===== src/rtl/rotor_step_ctrl.sv =====
// Three-rotor stepping controller: owns rotor positions, drives the forward path, captures its result.
// Optional historical double-step behaviour is enabled by defining ROTOR_DOUBLE_STEP_EN.
module rotor_step_ctrl #(
  parameter int ALPHABET      = 26,
  parameter int R0_NOTCH      = 16,
  parameter int R1_NOTCH      = 4,
  parameter int SETTLE_CYCLES = 1
) (
  input  logic        clk,
  input  logic        rst_n,
  input  logic        load_en,
  input  logic [5:0]  load_r0,
  input  logic [5:0]  load_r1,
  input  logic [5:0]  load_r2,
  input  logic        in_valid,
  output logic        in_ready,
  input  logic [5:0]  in_char,
  output logic [5:0]  path_in,
  output logic [5:0]  r0_pos,
  output logic [5:0]  r1_pos,
  output logic [5:0]  r2_pos,
  input  logic [5:0]  path_out,
  output logic        out_valid,
  input  logic        out_ready,
  output logic [5:0]  out_char,
  output logic [15:0] char_count
);

  typedef enum logic [1:0] {
    S_IDLE = 2'd0,
    S_EVAL = 2'd1,
    S_OUT  = 2'd2
  } state_t;

  state_t      r_state;
  state_t      w_next_state;
  logic [5:0]  r_r0;
  logic [5:0]  r_r1;
  logic [5:0]  r_r2;
  logic [5:0]  r_path_in;
  logic [5:0]  r_out_char;
  logic        r_out_valid;
  logic        r_in_ready;
  logic [15:0] r_char_count;
  logic [3:0]  r_settle;

  logic        w_accept;
  logic        w_load;
  logic        w_capture;
  logic        w_r0_hit;
  logic        w_r1_hit;
  logic        w_step_r1;
  logic        w_step_r2;

  function automatic logic [5:0] inc_mod(input logic [5:0] v);
    return (v == 6'(ALPHABET - 1)) ? 6'd0 : v + 6'd1;
  endfunction

  // Out-of-range load values collapse to position zero
  function automatic logic [5:0] legalise(input logic [5:0] v);
    return ({1'b0, v} >= 7'(ALPHABET)) ? 6'd0 : v;
  endfunction

  assign w_accept  = (r_state == S_IDLE) && in_valid && !load_en;
  assign w_load    = (r_state == S_IDLE) && load_en;
  assign w_capture = (r_state == S_EVAL) && (r_settle == 4'd0);
  assign w_r0_hit  = (r_r0 == 6'(R0_NOTCH));
  assign w_r1_hit  = (r_r1 == 6'(R1_NOTCH));

`ifdef ROTOR_DOUBLE_STEP_EN
  assign w_step_r1 = w_r0_hit | w_r1_hit;
  assign w_step_r2 = w_r1_hit;
`else
  assign w_step_r1 = w_r0_hit;
  assign w_step_r2 = w_r0_hit & w_r1_hit;
`endif

  always_comb begin
    w_next_state = r_state;
    case (r_state)
      S_IDLE: begin
        if (w_accept) w_next_state = S_EVAL;
        else          w_next_state = S_IDLE;
      end
      S_EVAL: begin
        if (w_capture) w_next_state = S_OUT;
        else           w_next_state = S_EVAL;
      end
      S_OUT: begin
        if (out_ready) w_next_state = S_IDLE;
        else           w_next_state = S_OUT;
      end
      default: w_next_state = S_IDLE;
    endcase
  end

  always_ff @(posedge clk or negedge rst_n) begin
    if (!rst_n) begin
      r_state    <= S_IDLE;
      r_in_ready <= 1'b0;
    end else begin
      r_state    <= w_next_state;
      r_in_ready <= (w_next_state == S_IDLE);
    end
  end

  // Positions move only on a load or an accepted character; everything else holds
  always_ff @(posedge clk or negedge rst_n) begin
    if (!rst_n) begin
      r_r0         <= 6'd0;
      r_r1         <= 6'd0;
      r_r2         <= 6'd0;
      r_path_in    <= 6'd0;
      r_out_char   <= 6'd0;
      r_out_valid  <= 1'b0;
      r_char_count <= 16'd0;
      r_settle     <= 4'd0;
    end else if (w_load) begin
      r_r0         <= legalise(load_r0);
      r_r1         <= legalise(load_r1);
      r_r2         <= legalise(load_r2);
      r_char_count <= 16'd0;
    end else if (w_accept) begin
      r_path_in <= in_char;
      r_r0      <= inc_mod(r_r0);
      r_r1      <= w_step_r1 ? inc_mod(r_r1) : r_r1;
      r_r2      <= w_step_r2 ? inc_mod(r_r2) : r_r2;
      r_settle  <= 4'(SETTLE_CYCLES - 1);
    end else if (w_capture) begin
      r_out_char   <= path_out;
      r_out_valid  <= 1'b1;
      r_char_count <= r_char_count + 16'd1;
    end else if (r_state == S_EVAL) begin
      r_settle <= r_settle - 4'd1;
    end else if ((r_state == S_OUT) && out_ready) begin
      r_out_valid <= 1'b0;
    end else begin
      r_out_valid <= r_out_valid;
    end
  end

  assign in_ready   = r_in_ready;
  assign path_in    = r_path_in;
  assign r0_pos     = r_r0;
  assign r1_pos     = r_r1;
  assign r2_pos     = r_r2;
  assign out_valid  = r_out_valid;
  assign out_char   = r_out_char;
  assign char_count = r_char_count;

endmodule

===== config.mk =====
export PLATFORM = sky130hd
export DESIGN_NAME = rotor_step_ctrl
export DESIGN_NICKNAME = d
export VERILOG_FILES = /design/src/rtl/rotor_step_ctrl.sv
export SDC_FILE = /design/constraint.sdc
export NUM_CORES = 1
export LEC_CHECK = 0
export ABC_AREA = 1
export BUFFER_PORTS_ARGS = -buffer_cell sky130_fd_sc_hd__buf_2
export CORE_MARGIN = 1
export CORE_UTILIZATION = 43
export CTS_CLUSTER_SIZE = 20
export DETAILED_ROUTE_END_ITERATION = 8
export HOLD_SLACK_MARGIN = 0.12
export MAX_ROUTING_LAYER = met4
export PLACE_DENSITY = 0.67
export SLEW_MARGIN = 15
export SYNTH_ARGS = -nofsm -noshare
export SYNTH_HDL_FRONTEND = slang
export SYNTH_SLANG_ARGS = --single-unit

===== constraint.sdc =====
create_clock -name clk -period 1.7 [get_ports clk]
set_clock_uncertainty 0.1 [all_clocks]
set_input_delay 0.255 -clock clk [delete_from_list [all_inputs] [get_ports clk]]
set_output_delay 0.255 -clock clk [all_outputs]
set_load 0.02 [all_outputs]

==> impl_metrics.py, run 1 <==
metrics = {
    "setup_path": {
        "path_delay_family": "simple AND/OR/NAND/NOR gates",
        "critPathArrivalTime_ns": 1.70,
        "crit_path_top_delay_cell": "dfrtp_1",
        "cpPeakStageDelay_ns": 0.39,
        "start_kind": "flip-flop",
        "cp.required_ns": 1.85,
        "cp_max_fo": 7,
        "end_kind": "flip-flop",
        "crit_type": "flip-flop to flip-flop",
        "path_buf_inv": 1,
        "rrSetupSlack_ns": 0.16,
        "cp_common_cell": "nand2_1",
        "crit_path_cell_trace": "inv_1 -> ha_1 -> nand3_1 -> nor2_1 -> nand4_4 -> nand2_4 -> nand2_1 -> nand2_1",
    },
    "route": {
        "drcViolationCount": 0,
        "drt-total-wl_mm": 7.813,
        "ant_nets": 0,
        "wire_per_inst_um": 11.98,
        "first_pass_iters": 4,
        "via_per_inst": 4.882,
        "first_iter_violations": 160,
        "via_count": 3183,
    },
    "pwr": {
        "peakVddDrop_mv": 0.8056,
        "power_density_nw_per_um2": 1418,
        "power_leakage_nw": 2.231,
    },
    "clock_tree": {
        "cts-root-buf": "clkbuf_8",
        "cts_htree_levels": 2,
        "clock_latency_ns": 0.31,
        "cts_tree": "yes",
        "numCtsBuffers": 5,
        "post-cts-setup-buffer-count": 0,
        "path_clk_slew_ns": 0.09,
        "cts_buffer_depth": 2,
        "clock-sinks": 54,
    },
    "synthesis": {
        "synth_xor_area_share_pct": 1.596,
        "yosys_warnings": 0,
        "synth_nets": 494,
        "syn_area_per_cell_um2": 7.348,
        "synth_simple_gate_area_share_pct": 40.17,
        "seq_area_frac_synth_pct": 41.05,
        "synth_mux_area_share_pct": 0,
        "synth_top_family_by_area": "simple AND/OR/NAND/NOR gates",
        "syn_inst": 448,
        "synth_fa_ha_area_share_pct": 4.181,
        "synth_area_um2": 3292,
        "synth-compound-area-share_pct": 5.207,
        "synthDistinctLibCells": 32,
        "synth-seq-cells": 54,
    },
    "floorplan": {
        "core.rowCount": 31,
        "io_pins": 83,
        "coreArea_um2": 7331,
        "die_y_um": 89.50,
        "chipWidth_um": 89.50,
        "initial_core_util_pct": 44.91,
        "dieArea_um2": 8009,
    },
    "placed_design": {
        "placed_area_um2": 3852,
        "hpwlAfterDp_mm": 5.687,
        "routabilityCongestion": 0.8020,
        "port_buffers": 82,
        "pre_cts_slack_ns": 0.1425,
    },
    "global_routing": {
        "track_usage_pct": 21.34,
        "grt_pass1_vias": 2985,
        "gr-total-overflow": 0,
        "antenna_found_initial": 0,
        "grt_first_pass_wirelength_mm": 12.90,
        "grt_max_degree": 55,
    },
    "sta": {
        "rsz0062_at_grt": "false",
        "holdWs_ns": 0.1308,
        "maxSlewHeadroom_pct": 78.66,
        "finalSetupTns_ns": 0,
        "timing.final.crit_share_pct": 90.81,
        "fmax_mhz": 647.7,
        "setup_viol": 0,
        "final_hold_viol_count": 0,
        "final_max_slew_viol_count": 0,
        "worst_slew_pin_slew_ns": 0.3197,
        "finalWorstPathRequiredPeriod_ns": 1.544,
        "setup_ws_ns": 0.1562,
    },
    "final_layout": {
        "syn_to_final_growth_pct": 24.10,
        "nNetsFinal": 598,
        "final_cell_area_um2": 4085,
        "drive_gt1_share_pct": 23.87,
        "final_core_util_pct": 55.73,
        "nFillCells": 698,
        "multi_input_area_um2": 1687,
        "most-common-layout-cells": "nand2_1, buf_2, dfrtp_1",
        "regArea_um2": 1351,
        "n_antenna_cell": 0,
        "layout_commonest_cell": "nand2_1",
    },
    "status": {
        "status": "complete, no violations",
    },
    "flow_run": {
        "cap_violations": 0,
    },
    "worst_hold_path": {
        "hp-class": "input port to flip-flop",
    },
}
==> per-layer routing <==
metal | GRT usage (%) | wire [um]
met5 | - | 0
met4 | 4.906 | 80
met3 | 2.862 | 239
met2 | 37.06 | 3786
met1 | 26.44 | 3705
==> cells by family (layout without fill, tap and decap cells) <==
family,Yosys count,in the layout
and+or+nand+nor,292,292
adders and majority gates,11,11
buffers and inverters,55,160
AOI/OAI and AO/OA,30,30
xor gates and xnor gates,6,6
DFF,54,54
==> worst paths after layout <==
check	from	end	cells after the start
min	load_r1[0]	r1_pos[0]$_DFFE_PN0P_	5
max reg2reg	r1_pos[1]$_DFFE_PN0P_	r2_pos[3]$_DFFE_PN0P_	8
max in group asynchronous	rst_n	r0_pos[3]$_DFFE_PN0P_	3
max	r1_pos[1]$_DFFE_PN0P_	r2_pos[3]$_DFFE_PN0P_	8
min reg2reg	path_in[5]$_DFFE_PN0P_	path_in[5]$_DFFE_PN0P_	2
min in group asynchronous	rst_n	r2_pos[4]$_DFFE_PN0P_	3
==> worst min-delay path, stage by stage <==
cell and delay [ns]:
buf_2 0.08, nand2_1 0.04, nand2_1 0.05, nand2_1 0.04, nand2_1 0.05
==> cell type report <==
class | instances | share of cell area [%]
Inverter | 46 | 4.472
Clock inverter | 3 | 0.5207
Timing Repair Buffer | 106 | 15.93
Multi-Input combinational cell | 339 | 41.29
Clock buffer | 5 | 1.685
Tap cell | 99 | 3.032
Sequential cell | 54 | 33.08
==> what timing repair did <==
| item | in CTS | in global routing |
|---|---|---|
| setup endpoints to repair | 0 | 12 |
| hold endpoints to repair | 67 | 0 |
| gates resized for setup | 0 | 1 |
| hold buffers | 14 | 0 |
==> stage by stage <==
stage / cells / power (W)
2_1_floorplan: 448 / 0.004146
6_report: 652 / 0.005794
4_1_cts: 652 / 0.005836
3_5_place_dp: 630 / 0.005060
3_3_place_gp: 630 / 0.004999
5_1_grt: 652 / 0.006279
==> cell usage after synthesis <==
library cell,count,area [um^2]
inv_1,39,146.4
nand3b_1,5,37.54
inv_2,4,15.01
o31ai_2,1,12.51
xor2_1,6,52.55
inv_4,2,12.51
nand2_4,4,45.04
nor3_1,1,5.000
o21ai_0,13,65.06
o22ai_1,3,18.77
nand4_4,1,21.27
nor2_1,31,116.4
o21ai_1,2,10.01
nand3_1,52,260.3
nand3_2,2,20.02
nor2_4,3,33.78
a21oi_2,1,8.760
o21ai_2,1,8.760
a21oi_1,8,40.04
buf_8,1,15.01
buf_4,5,37.54
nor2_2,7,43.79
nand2_2,3,18.77
dfrtp_1,54,1351
nand2_1,174,653.1
ha_1,11,137.6
clkinv_4,1,8.760
buf_2,2,10.01
nand4_1,8,50.05
buf_6,1,11.26
nand3_4,1,17.52
o21bai_1,1,7.510
==> state kept, by name, summed over array words and instances (netlist names) <==
register	cells
r_state	2
r2_pos	6
r_settle	4
r1_pos	6
r0_pos	6
out_char	6
path_in	6
char_count	16
out_valid	1
in_ready	1
==> where the power goes <==
part	leakage, nW	switching, W	total (W)	internal, W
registers	0.703	0.000372	0.00206	0.00169
logic	1.48	0.00193	0.00300	0.00107
clock network	0.0441	0.000444	0.000734	0.000291
Power figures use the tool's default switching activity.
==> run 2: changes to the inputs <==
--- a/config.mk
+++ b/config.mk
@@ -6,7 +6,7 @@
 export NUM_CORES = 1
 export LEC_CHECK = 0
 export ABC_AREA = 1
-export BUFFER_PORTS_ARGS = -buffer_cell sky130_fd_sc_hd__buf_2
+export BUFFER_PORTS_ARGS = -buffer_cell sky130_fd_sc_hd__buf_4
 export CORE_MARGIN = 1
 export CORE_UTILIZATION = 43
 export CTS_CLUSTER_SIZE = 20
==> impl_metrics.py, run 2 (same netlist as run 1, synthesis figures left out) <==
metrics = {
    "floorplan": {
        "initial_core_util_pct": 44.91,
        "coreArea_um2": 7331,
        "chipWidth_um": 89.50,
        "die_y_um": 89.50,
        "io_pins": 83,
        "core.rowCount": 31,
        "dieArea_um2": 8009,
    },
    "worst_hold_path": {
        "hold_path_end": "r2_pos[0]$_DFFE_PN0P_",
        "min_from": "load_r2[0]",
        "hold_path_depth": 5,
        "hp-class": "input port to flip-flop",
    },
    "status": {
        "status": "complete, no violations",
    },
    "route": {
        "via_per_inst": 4.865,
        "via_count": 3162,
        "ant_nets": 0,
        "drcViolationCount": 0,
        "wire_per_inst_um": 11.83,
        "first_pass_iters": 7,
        "drt-total-wl_mm": 7.689,
        "first_iter_violations": 143,
    },
    "setup_path": {
        "rr_endpoint": "r1_pos[1]$_DFFE_PN0P_",
        "rrSetupSlack_ns": 0.16,
        "r2r-start": "r0_pos[0]$_DFFE_PN0P_",
        "end_kind": "flip-flop",
        "start_kind": "flip-flop",
        "cp.required_ns": 1.80,
        "crit_type": "flip-flop to flip-flop",
        "rr_worst_depth": 9,
        "cp_max_fo": 7,
        "critPathArrivalTime_ns": 1.64,
    },
    "final_layout": {
        "nNetsFinal": 596,
        "syn_to_final_growth_pct": 29.87,
        "n_antenna_cell": 0,
        "largest_reg_flops": 16,
        "drive_gt1_share_pct": 23.41,
        "finalNonFillerCells": 650,
        "nFillCells": 693,
        "most-common-layout-cells": "nand2_1, buf_4, dfrtp_1",
        "layout_commonest_cell": "nand2_1",
    },
    "global_routing": {
        "grt_first_pass_wirelength_mm": 12.63,
        "antenna_found_initial": 0,
        "gr-total-overflow": 0,
        "grt_pass1_vias": 2845,
        "track_usage_pct": 20.85,
        "grt_max_degree": 29,
    },
    "clock_tree": {
        "cts-root-buf": "clkbuf_8",
        "cts_buffer_depth": 2,
        "path_clk_slew_ns": 0.11,
        "post-cts-setup-buffer-count": 0,
        "numCtsBuffers": 5,
        "cts_htree_levels": 2,
        "clock_latency_ns": 0.31,
        "cts_tree": "yes",
        "clock-sinks": 54,
    },
    "sta": {
        "setup_viol": 0,
        "maxSlewHeadroom_pct": 73.91,
        "rsz0062_at_grt": "false",
        "final_hold_viol_count": 0,
        "worst_slew_pin_slew_ns": 0.3914,
        "finalSetupTns_ns": 0,
        "final_max_slew_viol_count": 0,
        "finalWorstPathRequiredPeriod_ns": 1.545,
        "fmax_mhz": 647.4,
        "timing.final.crit_share_pct": 90.86,
    },
    "placed_design": {
        "routabilityCongestion": 0.7980,
        "dpl.cell_count": 628,
        "port_buffers": 82,
        "hpwlAfterDp_mm": 5.674,
    },
    "pwr": {
        "power_density_nw_per_um2": 1394,
        "power_leakage_nw": 2.265,
        "peakVddDrop_mv": 0.8298,
    },
    "flow_run": {
        "cap_violations": 0,
    },
}
-- run 2: report_power, final --
part	switching (W)	internal (W)	leakage, nW	total [W]
sequential	0.000398	0.00169	0.703	0.00209
clock	0.000428	0.000336	0.0514	0.000764
combinational	0.00189	0.00121	1.51	0.00311
-- run 2: what timing repair did --
action / 4_1_cts / 5_1_grt
hold buffers: 14 / 0
gates resized for setup: 0 / 1
endpoints found under the setup margin: 0 / 1
hold endpoints to repair: 67 / 0
-- run 2: stage by stage --
stage | power, W | cell area [um^2] | hold slack [ns] | setup WS [ns] | util [%]
4_1_cts | 0.006012 | 4270 | 0.1280 | 0.1589 | 58.25
2_1_floorplan | 0.004146 | 3292 | -0.1406 | 0.1223 | -
3_5_place_dp | 0.005202 | 4030 | 0.1054 | 0.1689 | 54.98
3_3_place_gp | 0.005143 | 4030 | 0.1085 | 0.1691 | 54.98
6_report | 0.005958 | 4275 | 0.1403 | 0.1553 | 58.32
5_1_grt | 0.006495 | 4275 | 0.1410 | 0.01505 | 58.32
-- run 2: area by class of cell --
type,count,area (um^2),share of cell area [%]
Multi-Input combinational cell,339,1689,39.51
Sequential cell,54,1351,31.61
Timing Repair Buffer,104,828.3,19.37
Inverter,46,182.7,4.273
Tap cell,99,123.9,2.897
Clock buffer,6,82.58,1.932
Clock inverter,2,17.52,0.4097
-- run 2: how the worst max path moves through the flow --
stage,from,to,cells after the start
3_5_place_dp,char_count[0]$_DFFE_PN0P_,char_count[14]$_DFFE_PN0P_,6
2_1_floorplan,r0_pos[0]$_DFFE_PN0P_,r1_pos[0]$_DFFE_PN0P_,9
4_1_cts,char_count[0]$_DFFE_PN0P_,char_count[14]$_DFFE_PN0P_,6
3_3_place_gp,r_settle[0]$_DFFE_PN0P_,char_count[1]$_DFFE_PN0P_,6
5_1_grt,r_settle[0]$_DFFE_PN0P_,char_count[8]$_DFFE_PN0P_,6
6_report,r0_pos[0]$_DFFE_PN0P_,r1_pos[1]$_DFFE_PN0P_,9
-- run 2: routing by layer --
layer,global-route usage [%],share of wire (%)
met5,-,0
met2,33.80,48
met4,5.051,0.36
met1,27.78,48
met3,2.678,3.5
-- run 2: worst max-delay path, stage by stage, from the launching register on --
cell	delay (ns)
dfrtp_1	0.39
inv_1	0.08
ha_1	0.14
inv_1	0.03
nor2_1	0.23
nand3_2	0.15
nand2_4	0.13
inv_2	0.08
nand2_1	0.06
nand2_1	0.05
